$ cat config.mk
export PLATFORM = sky130hd
export DESIGN_NAME = serial_word_tx
export DESIGN_NICKNAME = d
export VERILOG_FILES = /design/src/rtl/serial_word_tx_pkg.sv /design/src/rtl/serial_word_tx.sv
export SDC_FILE = /design/constraint.sdc
export NUM_CORES = 1
export LEC_CHECK = 0
export CAP_MARGIN = 10
export CORE_ASPECT_RATIO = 0.8
export CORE_MARGIN = 2
export CORE_UTILIZATION = 40
export CTS_BUF_LIST = sky130_fd_sc_hd__clkbuf_4 sky130_fd_sc_hd__clkbuf_8 sky130_fd_sc_hd__clkbuf_16
export DETAILED_ROUTE_END_ITERATION = 10
export PLACE_DENSITY = 0.67
export REMOVE_ABC_BUFFERS = 1
export SYNTH_ARGS = -nofsm -noshare
export SYNTH_HDL_FRONTEND = slang
export SYNTH_SLANG_ARGS = --single-unit
$ cat constraint.sdc
create_clock -name clk -period 3.7 [get_ports clk]
set_input_delay 0.74 -clock clk [delete_from_list [all_inputs] [get_ports clk]]
set_output_delay 0.74 -clock clk [all_outputs]
set_load 0.02 [all_outputs]
$ cat src/rtl/serial_word_tx_pkg.sv
`default_nettype none
// ============================================================================
// Module   : serial_word_tx_pkg
// Brief    : Shared state encoding and sizing helpers for serial_word_tx.
// Revision : 1.0
// ============================================================================
package serial_word_tx_pkg;

  typedef enum logic [1:0] {
    IDLE  = 2'd0,
    SHIFT = 2'd1,
    GAP   = 2'd2
  } tx_state_t;

  localparam int WORDS_CNT_W = 16;

  // One counter serves both the bit index (0..DATA_W-1) and the gap count (0..GAP_BITS-1).
  function automatic int cnt_width(input int data_w, input int gap_bits);
    int span;
    span = (data_w > gap_bits + 1) ? data_w : gap_bits + 1;
    return (span < 2) ? 1 : $clog2(span);
  endfunction

endpackage
`default_nettype wire

$ cat src/rtl/serial_word_tx.sv
`default_nettype none
// ============================================================================
// Module   : serial_word_tx
// Brief    : Valid/ready parallel-to-serial word transmitter with optional gap.
// Revision : 1.0
// ============================================================================
module serial_word_tx
  import serial_word_tx_pkg::*;
#(
  parameter int   DATA_W     = 5,
  parameter int   GAP_BITS   = 0,
  parameter logic IDLE_LEVEL = 1'b0,
  parameter int   LSB_FIRST  = 1
) (
  input  logic                   clk,
  input  logic                   reset_n,
  input  logic [DATA_W-1:0]      in_data,
  input  logic                   in_valid,
  output logic                   in_ready,
  input  logic                   bit_en,
  input  logic                   flush,
  output logic                   serial_out,
  output logic                   serial_valid,
  output logic                   busy,
  output logic                   word_done,
  output logic [WORDS_CNT_W-1:0] words_sent
);

  localparam int                 c_cnt_w    = cnt_width(DATA_W, GAP_BITS);
  localparam logic [c_cnt_w-1:0] c_last_bit = c_cnt_w'(DATA_W - 1);
  localparam logic [c_cnt_w-1:0] c_gap_last = c_cnt_w'((GAP_BITS > 0) ? GAP_BITS - 1 : 0);

  tx_state_t              r_state;
  tx_state_t              w_state_nxt;
  logic [DATA_W-1:0]      r_shift;
  logic [c_cnt_w-1:0]     r_cnt;
  logic                   r_serial_out;
  logic                   r_serial_valid;
  logic                   r_word_done;
  logic [WORDS_CNT_W-1:0] r_words_sent;

  logic                   w_in_ready;
  logic                   w_load;
  logic                   w_word_end;
  logic                   w_first_bit;
  logic                   w_next_bit;
  logic [DATA_W-1:0]      w_load_shift;
  logic [DATA_W-1:0]      w_shift_nxt;

  // The shift register holds only the bits not yet on serial_out.
  if (LSB_FIRST != 0) begin : g_lsb_first
    assign w_first_bit  = in_data[0];
    assign w_load_shift = {1'b0, in_data[DATA_W-1:1]};
    assign w_next_bit   = r_shift[0];
    assign w_shift_nxt  = {1'b0, r_shift[DATA_W-1:1]};
  end else begin : g_msb_first
    assign w_first_bit  = in_data[DATA_W-1];
    assign w_load_shift = {in_data[DATA_W-2:0], 1'b0};
    assign w_next_bit   = r_shift[DATA_W-1];
    assign w_shift_nxt  = {r_shift[DATA_W-2:0], 1'b0};
  end

  always_comb begin
    w_state_nxt = r_state;
    w_in_ready  = 1'b0;
    w_load      = 1'b0;
    w_word_end  = 1'b0;
    if (flush) begin
      w_state_nxt = IDLE;
    end else begin
      case (r_state)
        IDLE: begin
          w_in_ready = 1'b1;
          if (in_valid) begin
            w_load      = 1'b1;
            w_state_nxt = SHIFT;
          end
        end
        SHIFT: begin
          if (bit_en && (r_cnt == c_last_bit)) begin
            w_word_end = 1'b1;
            if (GAP_BITS > 0) begin
              w_state_nxt = GAP;
            end else begin
              // Streaming mode: accept the next word in the last-bit cycle.
              w_in_ready = 1'b1;
              if (in_valid) begin
                w_load      = 1'b1;
                w_state_nxt = SHIFT;
              end else begin
                w_state_nxt = IDLE;
              end
            end
          end
        end
        GAP: begin
          if (bit_en && (r_cnt == c_gap_last)) begin
            w_state_nxt = IDLE;
          end
        end
        default: begin
          w_state_nxt = IDLE;
        end
      endcase
    end
  end

  always_ff @(posedge clk or negedge reset_n) begin
    if (!reset_n) begin
      r_state <= IDLE;
    end else begin
      r_state <= w_state_nxt;
    end
  end

  always_ff @(posedge clk or negedge reset_n) begin
    if (!reset_n) begin
      r_shift        <= '0;
      r_cnt          <= '0;
      r_serial_out   <= IDLE_LEVEL;
      r_serial_valid <= 1'b0;
      r_word_done    <= 1'b0;
      r_words_sent   <= '0;
    end else begin
      r_word_done <= w_word_end;
      if (w_word_end) begin
        r_words_sent <= r_words_sent + 1'b1;
      end
      if (flush) begin
        r_cnt          <= '0;
        r_serial_out   <= IDLE_LEVEL;
        r_serial_valid <= 1'b0;
      end else if (w_load) begin
        r_shift        <= w_load_shift;
        r_cnt          <= '0;
        r_serial_out   <= w_first_bit;
        r_serial_valid <= 1'b1;
      end else if (w_word_end) begin
        r_cnt          <= '0;
        r_serial_out   <= IDLE_LEVEL;
        r_serial_valid <= 1'b0;
      end else if (bit_en && (r_state == SHIFT)) begin
        r_shift      <= w_shift_nxt;
        r_cnt        <= r_cnt + 1'b1;
        r_serial_out <= w_next_bit;
      end else if (bit_en && (r_state == GAP)) begin
        r_cnt <= r_cnt + 1'b1;
      end
    end
  end

  assign in_ready     = w_in_ready;
  assign serial_out   = r_serial_out;
  assign serial_valid = r_serial_valid;
  assign busy         = (r_state != IDLE);
  assign word_done    = r_word_done;
  assign words_sent   = r_words_sent;

endmodule
`default_nettype wire

## Word level (Yosys, flattened, before mapping)

Index checks and enable logic that the tools add are counted.
W data, S select, Z words.

- Output and inout port bits: 21
- Register bits: 29
- ROM bits: 0
- Bits in latches: 0
- Memories kept: 0
- Memory bits (writable): 0

- Reductions and logical operators: 13
- Divide/modulo/power cells: 0
- Bitwise gates (word level): 1
- Magnitude comparators: 0
- Shift operators: 0
- Mux-type cells: 30
- Equality and inequality tests: 7
- Add/sub/neg operators: 2
- $mul: 0

Operator list:

| operator | number |
|---|---|
| $add A16 B1 Y16 const B | 1 |
| $mux W1 | 15 |
| $mux W3 | 5 |
| $mux W5 | 3 |
| $ne A3 B3 Y1 const B | 3 |
| $mux W2 | 4 |
| $pmux W2 S3 | 1 |
| $reduce_and A3 Y1 | 2 |
| $reduce_bool A5 Y1 | 1 |
| $logic_and A1 B1 Y1 | 4 |
| $pmux W1 S2 | 2 |
| $reduce_bool A2 Y1 | 2 |
| $reduce_bool A4 Y1 | 1 |
| $add A3 B1 Y3 const B | 1 |
| $eq A3 B3 Y1 const B | 1 |
| $logic_not A3 Y1 | 1 |
| $reduce_bool A3 Y1 | 1 |
| $eq A2 B1 Y1 const B | 1 |
| $eq A2 B2 Y1 const B | 1 |
| $logic_not A2 Y1 | 1 |
| $ne A2 B2 Y1 const B | 1 |
| $not A1 Y1 | 1 |

## Longest topological paths before layout

Gate-level depths: netlist of run 1.

- Word-level depth: 8
- Gate-level depth with buffers: 8
- Mapped depth without buffers: 7

## Worst setup path after synthesis of run 1

Ideal clock, no wire load.

- Path type: input to output
- From: input bit_en
- To: output in_ready
- Cell stages on the path: 2
- Data arrival time: 1239 ps
- Setup slack: 1721 ps
- Path buffers: 0
- Path through: nand3_2 a21oi_1

- Cells in the longest elaborated chain, start to end: 4

RTL lines:

| what | line | source |
|---|---|---|
| start, declared | serial_word_tx.sv:20 | `input logic bit_en,` |
| $logic_and A1 B1 Y1 | serial_word_tx.sv:80 | `if (bit_en && (r_cnt == c_last_bit)) begin` |
| $mux W1 | serial_word_tx.sv:80 |  |
| $pmux W1 S2 | serial_word_tx.sv:71 | `case (r_state)` |
| $mux W1 | serial_word_tx.sv:68 | `if (flush) begin` |
| end, declared | serial_word_tx.sv:19 | `output logic in_ready,` |

Every way passes these cells.

## Final worst setup path of run 1

Same ends and word-level chain as after synthesis.

==> results.md, run 1 <==
* Outcome: completed
* Synth async-reset ratio at 100%
* GP Congestion at 0.710
* Crit path max-delay family: buffers and inverters
* Clock Path Buffers at 2
* Sequential fraction of the synthesis area at 52.5%
* Commonest non-fill, non-tap cell in the layout: clkdlybuf4s50_1
* TritonCTS buffer count at 3
* Setup crit start kind: primary input
* Area Overhead vs Synth at 30.1%
* Pwr Total at 0.536 mW
* WP data required at 2.96 ns
* Worst Tran Pin Value at 0.446 ns
* Fin Clk Skew at 0.00575 ns
* Leakage power at roughly 0.77 nW
* Power per Cell Area at 320 mW/mm²
* # port buffers at 30
* Setup crit end kind: output port
* Vias in the first global route at between 800 and 900
* Hold Buf Count CTS at 0
* Die area at 0.00369 mm²
* Final nets at 157
* Die Span X at 67.4 µm
* F_max at 330 MHz
* Row Count at 18
* Core area at roughly 0.0031 mm²
* Die Span Y at ~55 µm
* Worst path slowest cell: clkdlybuf4s50_1
* Fin crit period at 3.03 ns
* Yosys Warn Count at 0
* Crit path cell chain: clkdlybuf4s50_1, nand3_2, a21oi_1, clkdlybuf4s50_1
* H-tree depth at 1
* Routed length per placed instance at approximately 12 µm
* Most frequent cells in the layout: clkdlybuf4s50_1 (30), dfrtp_1 (27), nand2_1 (13)
* CTS resizes at 0
* Critical path buffers and inverters at 2
* Worst path max stage delay at 0.62 ns
* Initial antenna violation count at 0
* Seq cells post-synth at 27
* Worst-Skew Late Latency at ~0.27 ns
* Detailed Place HPWL at 1680 µm
* Syn_area_per_cell at 11.7 µm²
* Clk sinks at 27
* Vias at 904
* TNS Setup at 0 ns
* Total track usage at 14.4%
* Largest net degree at the start of global routing at 28
* RSZ-0062 raised after global routing: no
* Clock tree root buffer cell: clkbuf_8
* Setup ws final at 0.673 ns
* Critical Path AT at 2.29 ns
* Pre-CTS setup slack at between 0.6 and 0.7 ns
* Cells after DPL at 179
* Final hold violations at 0
* DRC Markers at 0
* Period utilization at 81.8%
* Finish-stage setup viols at 0
* IO Count at 31
* First-pass GRT wire length at 3860 µm
* Initial DRC count at 20
* TritonCTS clock tree: yes
* Max_cap viols at 0
* Post-synth EDFFs at 0
* Share of cells above drive strength 1 at 10.5%
* Vias per std cell at 4.94
* Prevailing post-synth register cell: dfrtp_1
* Post-DRT Antenna Nets at 0
* Most frequent CP cell: clkdlybuf4s50_1
* Overflow left after global routing at 0
* Critical path class: primary input to output port
* Pins Over Slew Limit at 0
* Post CTS Setup Buffer Count at 0
* Antenna Cells at 0
* Drt first pass iters at 4
* Initial Util at 41.7%
* Fill count at 272
* Max VDD drop at about 0.22 mV
* Final non-filler cell total at 183
* Worst-path clk slew at 0.09 ns
* Hold Path Class: register to register
* Worst-path fanout max at 5
* Synthesized instance count at 110
* Syn Std Cell Area at 0.00129 mm²
* Slew margin rel. at around 70%
* Yosys cell types at 34
* Detailed Route WL at about 2300 µm
* Fin util at between 50% and 60%
final timing paths:
path | from | depth (start not counted) | endpoint | slack, ns
setup reg to reg | r_cnt[0] | 6 | r_shift[0] | 1.96
min in group asynchronous | reset_n | 2 | word_done | 0.83
hold / removal | words_sent[15] | 1 | words_sent[15] | 0.48
setup / recovery | bit_en | 4 | in_ready | 0.67
max in group asynchronous | reset_n | 2 | serial_valid | 2.61
hold reg to reg | words_sent[15] | 1 | words_sent[15] | 0.48
cells by family after synthesis:
| group | count (synthesis) | share of synthesized area (%) |
|---|---|---|
| muxes | 4 | 3.21 |
| and+or+nand+nor | 41 | 20.7 |
| xor gates and xnor gates | 15 | 10.2 |
| buffers and inverters | 6 | 2.62 |
| adders and majority gates | 3 | 2.92 |
| AOI/OAI and AO/OA | 14 | 7.87 |
| DFF | 27 | 52.5 |
layout make-up:
| class | count | area [µm²] | share of cell area, % |
|---|---|---|---|
| flip-flops and latches | 27 | 676 | 40.3 |
| multi-input cells | 77 | 578 | 34.5 |
| clock inverters | 1 | 7.51 | 0.448 |
| inverters | 4 | 15.0 | 0.896 |
| repair buffers | 31 | 308 | 18.4 |
| clock buffers | 3 | 41.3 | 2.46 |
| well taps | 40 | 50.0 | 2.99 |
power breakdown:
group | total, mW | leakage, nW | switching (mW) | internal [mW]
combinational | 0.0542 | 0.378 | 0.0267 | 0.0275
clock | 0.167 | 0.0217 | 0.0904 | 0.0764
sequential | 0.315 | 0.368 | 0.00863 | 0.306
total | 0.536 | 0.768 | 0.126 | 0.410
metrics by stage:
step | cell area, µm² | hold slack [ns]
after floorplan | 1270 | 0.444
after global placement | 1630 | 0.460
after detailed placement | 1630 | 0.469
after CTS | 1680 | 0.485
after global routing | 1680 | 0.497
final | 1680 | 0.481
flip-flops by register name (all words and copies together), names as in the netlist:
register      count
serial_out        1
words_sent       16
r_state           1
serial_valid      1
word_done         1
r_cnt             3
r_shift           4
cells in the mapped netlist, types with 2 or more instances:
master | count | area share, %
ha_1 | 3 | 2.9
inv_1 | 3 | 0.87
mux2i_1 | 3 | 2.3
a211oi_1 | 3 | 1.7
nand3_1 | 7 | 2.7
nor2_1 | 4 | 1.2
nor4_4 | 2 | 3.3
xor2_1 | 4 | 2.7
a21oi_2 | 2 | 1.4
dfrtp_1 | 27 | 52
and3_1 | 3 | 1.5
o21ai_1 | 2 | 0.78
nand2b_1 | 2 | 0.97
a21oi_1 | 2 | 0.78
nand2_1 | 13 | 3.8
xnor2_1 | 11 | 7.5
nand4_1 | 2 | 0.97
layer usage:
layer  vias up  track usage [%]  routed length, µm
met5         -                0                  0
met4         0             5.10                 17
met3         2             4.32                102
met2        19             24.9               1070
met1       429             17.4               1060
li1        454                -                  -
Power figures use the tool's default switching activity.
==> run 2, diff against run 1 <==
==> constraint.sdc (replaced) <==
create_clock -name clk -period 2.9 [get_ports clk]
set_input_delay 0.58 -clock clk [delete_from_list [all_inputs] [get_ports clk]]
set_output_delay 0.58 -clock clk [all_outputs]
set_load 0.02 [all_outputs]
==> results.md, run 2 (synthesis results as in run 1) <==
* Area Overhead vs Synth at 30.7%
* Routed length per placed instance at 12.3 µm
* Final nets at 158
* Vias per std cell at between 4 and 5
* Cells after DPL at between 150 and 200
* Post CTS Setup Buffer Count at 0
* Slew margin rel. at roughly three quarters
* Critical path buffers and inverters at 2
* Max VDD drop at 0.284 mV
* Outcome: completed
* GP Congestion at 0.738
* Finish-stage setup viols at 0
* Fin crit period at 2.57 ns
* Detailed Route WL at 2260 µm
* Vias in the first global route at roughly 840
* Period utilization at around nine tenths
* Worst-path fanout max at 4
* CTS resizes at 0
* H-tree depth at 1
* Area occupied by multi-input gates at 578 µm²
* DRC Markers at 0
* Pins Over Slew Limit at 0
* Clock Path Buffers at 2
* Worst Tran Pin Value at around 0.39 ns
* Power per Cell Area at 408 mW/mm²
* Max_cap viols at 0
* Final non-filler cell total at 184
* Vias at 902
* TritonCTS clock tree: yes
* Initial DRC count at 19
* Setup crit start kind: primary input
* Die area at 0.00369 mm²
* Total track usage at between 10% and 20%
* Worst-path clk slew at 0.09 ns
* WP data required at 2.32 ns
* Sequential cell area at 676 µm²
* Final hold violations at 0
* Die Span X at 67.4 µm
* Fin util at 54.5%
* Critical path class: primary input to output port
* RSZ-0062 raised after global routing: no
* Antenna Cells at 0
* Final hold slack at approximately 0.48 ns
* Most frequent CP cell: clkdlybuf4s50_1
* Fill count at 280
* Drt first pass iters at 4
* Most frequent cells in the layout: clkdlybuf4s50_1 (30), dfrtp_1 (27), nand2_1 (13)
* Clock tree root buffer cell: clkbuf_8
* Crit path cell chain: clkdlybuf4s50_1, nand3_2, a21oi_1, clkdlybuf4s50_1
* TNS Setup at 0 ns
* Initial antenna violation count at 0
* Fin Clk Skew at 0.00566 ns
* Overflow left after global routing at 0
* Largest net degree at the start of global routing at 28
* Critical Path AT at 1.99 ns
* Max FFs per register at 16
* Detailed Place HPWL at around 1700 µm
* # port buffers at 30
* Worst path slowest cell: clkdlybuf4s50_1
* Worst path max stage delay at between 0.6 and 0.7 ns
* TritonCTS buffer count at 3
* Post-DRT Antenna Nets at 0
* Core area at 0.00309 mm²
* Clk sinks at 27
* Crit path max-delay family: buffers and inverters
* Leakage power at 0.773 nW
* Initial Util at 41.7%
* IO Count at 31
* F_max at 390 MHz
* Share of cells above drive strength 1 at 11.1%
* Setup crit end kind: output port
* Die Span Y at 54.7 µm
* Row Count at 18
* Worst-Skew Late Latency at 0.27 ns
* First-pass GRT wire length at 3770 µm
* Hold Path Class: register to register
* Hold Buf Count CTS at 0
* Commonest non-fill, non-tap cell in the layout: clkdlybuf4s50_1
## run 2: stage by stage
stage	power (mW)	instance area [µm²]	setup WS [ns]
floorplan	0.440	1270	1.14
global placement	0.478	1630	0.347
detailed placement	0.481	1630	0.334
CTS	0.701	1680	0.328
global route	0.721	1680	0.234
finish	0.686	1680	0.334
## run 2: where the power goes
part / internal [mW] / leakage (nW) / switching (mW)
registers: 0.391 / 0.368 / 0.0118
clock network: 0.0975 / 0.0217 / 0.116
logic: 0.0360 / 0.383 / 0.0340
total: 0.524 / 0.773 / 0.162
## run 2: routing by layer
metal  global-route usage, %  share of wire, %  vias to the layer above
met1                    17.7                47                      429
met5                       0                 0                        -
met3                    3.70               4.1                        2
met4                    5.10              0.71                        0
li1                        -                 -                      452
met2                    23.4                48                       19
## run 2: worst register-to-register path: stages, from the launching register on
cell and delay, ns:
dfrtp_1 0.41, inv_1 0.07, ha_1 0.26, nand3_2 0.15
a21oi_2 0.37, nor3b_1 0.10, a221o_1 0.27
## run 2: worst paths after layout
check	start	end	slack [ns]	cells after the start
hold / removal	words_sent[15]	words_sent[15]	0.48	1
setup / recovery	bit_en	in_ready	0.33	4
min in group asynchronous	reset_n	words_sent[5]	0.67	2
hold reg to reg	words_sent[15]	words_sent[15]	0.48	1
setup reg to reg	r_cnt[0]	r_shift[0]	1.16	6
max in group asynchronous	reset_n	r_shift[0]	1.97	2
## run 2: cell type report
cell class	count	share of cell area, %
clock buffers	3	2.45
inverters	4	0.892
multi-input cells	77	34.3
flip-flops and latches	27	40.1
repair buffers	32	18.7
well taps	40	2.97
clock inverters	1	0.446
==> run 3, diff against run 2 <==
--- a/config.mk
+++ b/config.mk
@@ -11,8 +11,9 @@
 export CORE_UTILIZATION = 40
 export CTS_BUF_LIST = sky130_fd_sc_hd__clkbuf_4 sky130_fd_sc_hd__clkbuf_8 sky130_fd_sc_hd__clkbuf_16
 export DETAILED_ROUTE_END_ITERATION = 10
-export PLACE_DENSITY = 0.67
+export DONT_BUFFER_PORTS = 1
 export REMOVE_ABC_BUFFERS = 1
+export SETUP_SLACK_MARGIN = 0.1
 export SYNTH_ARGS = -nofsm -noshare
 export SYNTH_HDL_FRONTEND = slang
 export SYNTH_SLANG_ARGS = --single-unit
==> results.md, run 3 (synthesis results as in run 1) <==
* RSZ-0062 raised after global routing: no
* Period utilization at 74.0%
* Post-DRT Antenna Nets at 0
* IO Count at 31
* Post CTS Setup Buffer Count at 0
* CTS resizes at 0
* Setup ws final at 0.753 ns
* Clock tree root buffer cell: clkbuf_8
* WP data required at ~2.3 ns
* Crit path cell chain: inv_1, ha_1, nand3_2, a21oi_1
* Antenna Cells at 0
* Die area at 0.00369 mm²
* Max VDD drop at 0.381 mV
* Drt first pass iters at 4
* Detailed Place HPWL at approximately 1600 µm
* Pre-CTS setup slack at 1.05 ns
* Pins Over Slew Limit at 0
* Vias in the first global route at 749
* Slew margin rel. at 65.3%
* Reg2reg path depth at 4
* Vias per std cell at 5.22
* Power per Cell Area at 477 mW/mm²
* Finish-stage setup viols at 0
* Overflow left after global routing at 0
* Worst-Skew Late Latency at 0.27 ns
* Vias at ~800
* # port buffers at 0
* Setup crit end kind: output port
* Max FFs per register at 16
* Row Count at 18
* Leakage power at between 0.6 and 0.7 nW
* Cell area after placement at 0.00132 mm²
* Worst Tran Pin Value at 0.521 ns
* Outcome: completed
* First-pass GRT wire length at 3550 µm
* Fin area at between 0.001 and 0.0015 mm²
* TritonCTS clock tree: yes
* Worst path slowest cell: a21oi_1
* F_max at 466 MHz
* TNS Setup at 0 ns
* Setup crit start kind: register
* Worst-path clk slew at 0.09 ns
* Fin Clk Skew at 0.00696 ns
* Fin crit period at 2.15 ns
* Die Span Y at approximately 55 µm
* Reg-to-reg startpoint: r_state[0]
* DRC Markers at 0
* Most frequent cells in the layout: dfrtp_1 (27), nand2_1 (13), xnor2_1 (11)
* Die Span X at 67.4 µm
* Core area at 0.00309 mm²
* Hold Path Class: primary input to asynchronous set/reset pin
* Clk sinks at 27
* Initial Util at 41.7%
* Critical Path AT at 1.57 ns
* Area Overhead vs Synth at 7.58%
* Largest net degree at the start of global routing at 28
* TritonCTS buffer count at 3
* Fin util at between 40% and 50%
* Total track usage at around 13%
* H-tree depth at 1
* Worst path max stage delay at 0.43 ns
* Share of cells above drive strength 1 at 13.3%
* Routed length per placed instance at 14.2 µm
* Final nets at roughly 130
* Max_cap viols at 0
* Detailed Route WL at 2180 µm
* Initial DRC count at 38
* Commonest non-fill, non-tap cell in the layout: dfrtp_1
* Fill count at 288
* Initial antenna violation count at 0
* Worst Setup SP: r_cnt[1]
* Critical path class: register to output port
* Worst-path fanout max at 4
* GP Congestion at 0.684
* Clock Path Buffers at 2
* Final hold violations at 0
==> run 3: changes by cell type in the layout (fill, tap and decap cells not counted), sizes merged <==
cell           change
clkdlybuf4s50     -30
buf                -1
clkinv             +1
clkinvlp           -1
==> run 3: repair_timing <==
item / in CTS / in global routing
hold endpoints to repair: 27 / 0
hold buffers: 1 / 0
setup endpoints to repair: 0 / 0
==> run 3: critical path, delay by kind of cell (launching register included) <==
kind            cells  cell delay [ns]
compound gates      1             0.43
flops               1             0.41
fa+ha+maj           1             0.24
simple gates        1             0.15
buf+inv             1             0.07
==> run 3: stage by stage <==
step           hold slack, ns  cells  power, mW
3_3_place_gp            0.285    148      0.446
6_report                0.113    153      0.661
2_1_floorplan           0.284    108      0.440
4_1_cts                 0.109    153      0.674
5_1_grt                 0.109    153      0.696
3_5_place_dp            0.285    148      0.447
==> run 3: where the power goes <==
| part | total (mW) | internal (mW) | switching (mW) |
|---|---|---|---|
| combinational | 0.0437 | 0.0198 | 0.0239 |
| sequential | 0.406 | 0.391 | 0.0149 |
| clock | 0.211 | 0.0962 | 0.115 |
| total | 0.661 | 0.507 | 0.154 |
==> run 3: final timing paths <==
| path | to | slack [ns] |
|---|---|---|
| worst min register to register | serial_out | 0.49 |
| worst max-delay path | in_ready | 0.75 |
| worst max register to register | words_sent[14] | 1.12 |
| worst min-delay path | words_sent[4] | 0.11 |
| min in group clk | serial_valid | 0.36 |
| max in group asynchronous | r_shift[1] | 2.62 |
==> run 3: layout make-up <==
cell class	count	area [µm²]	area share [%]
Inverter	4	15.0	1.08
Clock buffer	3	41.3	2.98
Sequential cell	27	676	48.8
Timing Repair Buffer	1	20.0	1.45
Tap cell	40	50.0	3.61
Multi-Input combinational cell	77	578	41.7
Clock inverter	1	5.00	0.361
==> run 3: metal layers <==
metal  track usage, %  vias up  wire length, µm
met5                0        -                0
met4             4.08        0               19
met2             19.6       19              983
li1                 -      394                -
met3             6.38        2              153
met1             17.6      383             1020
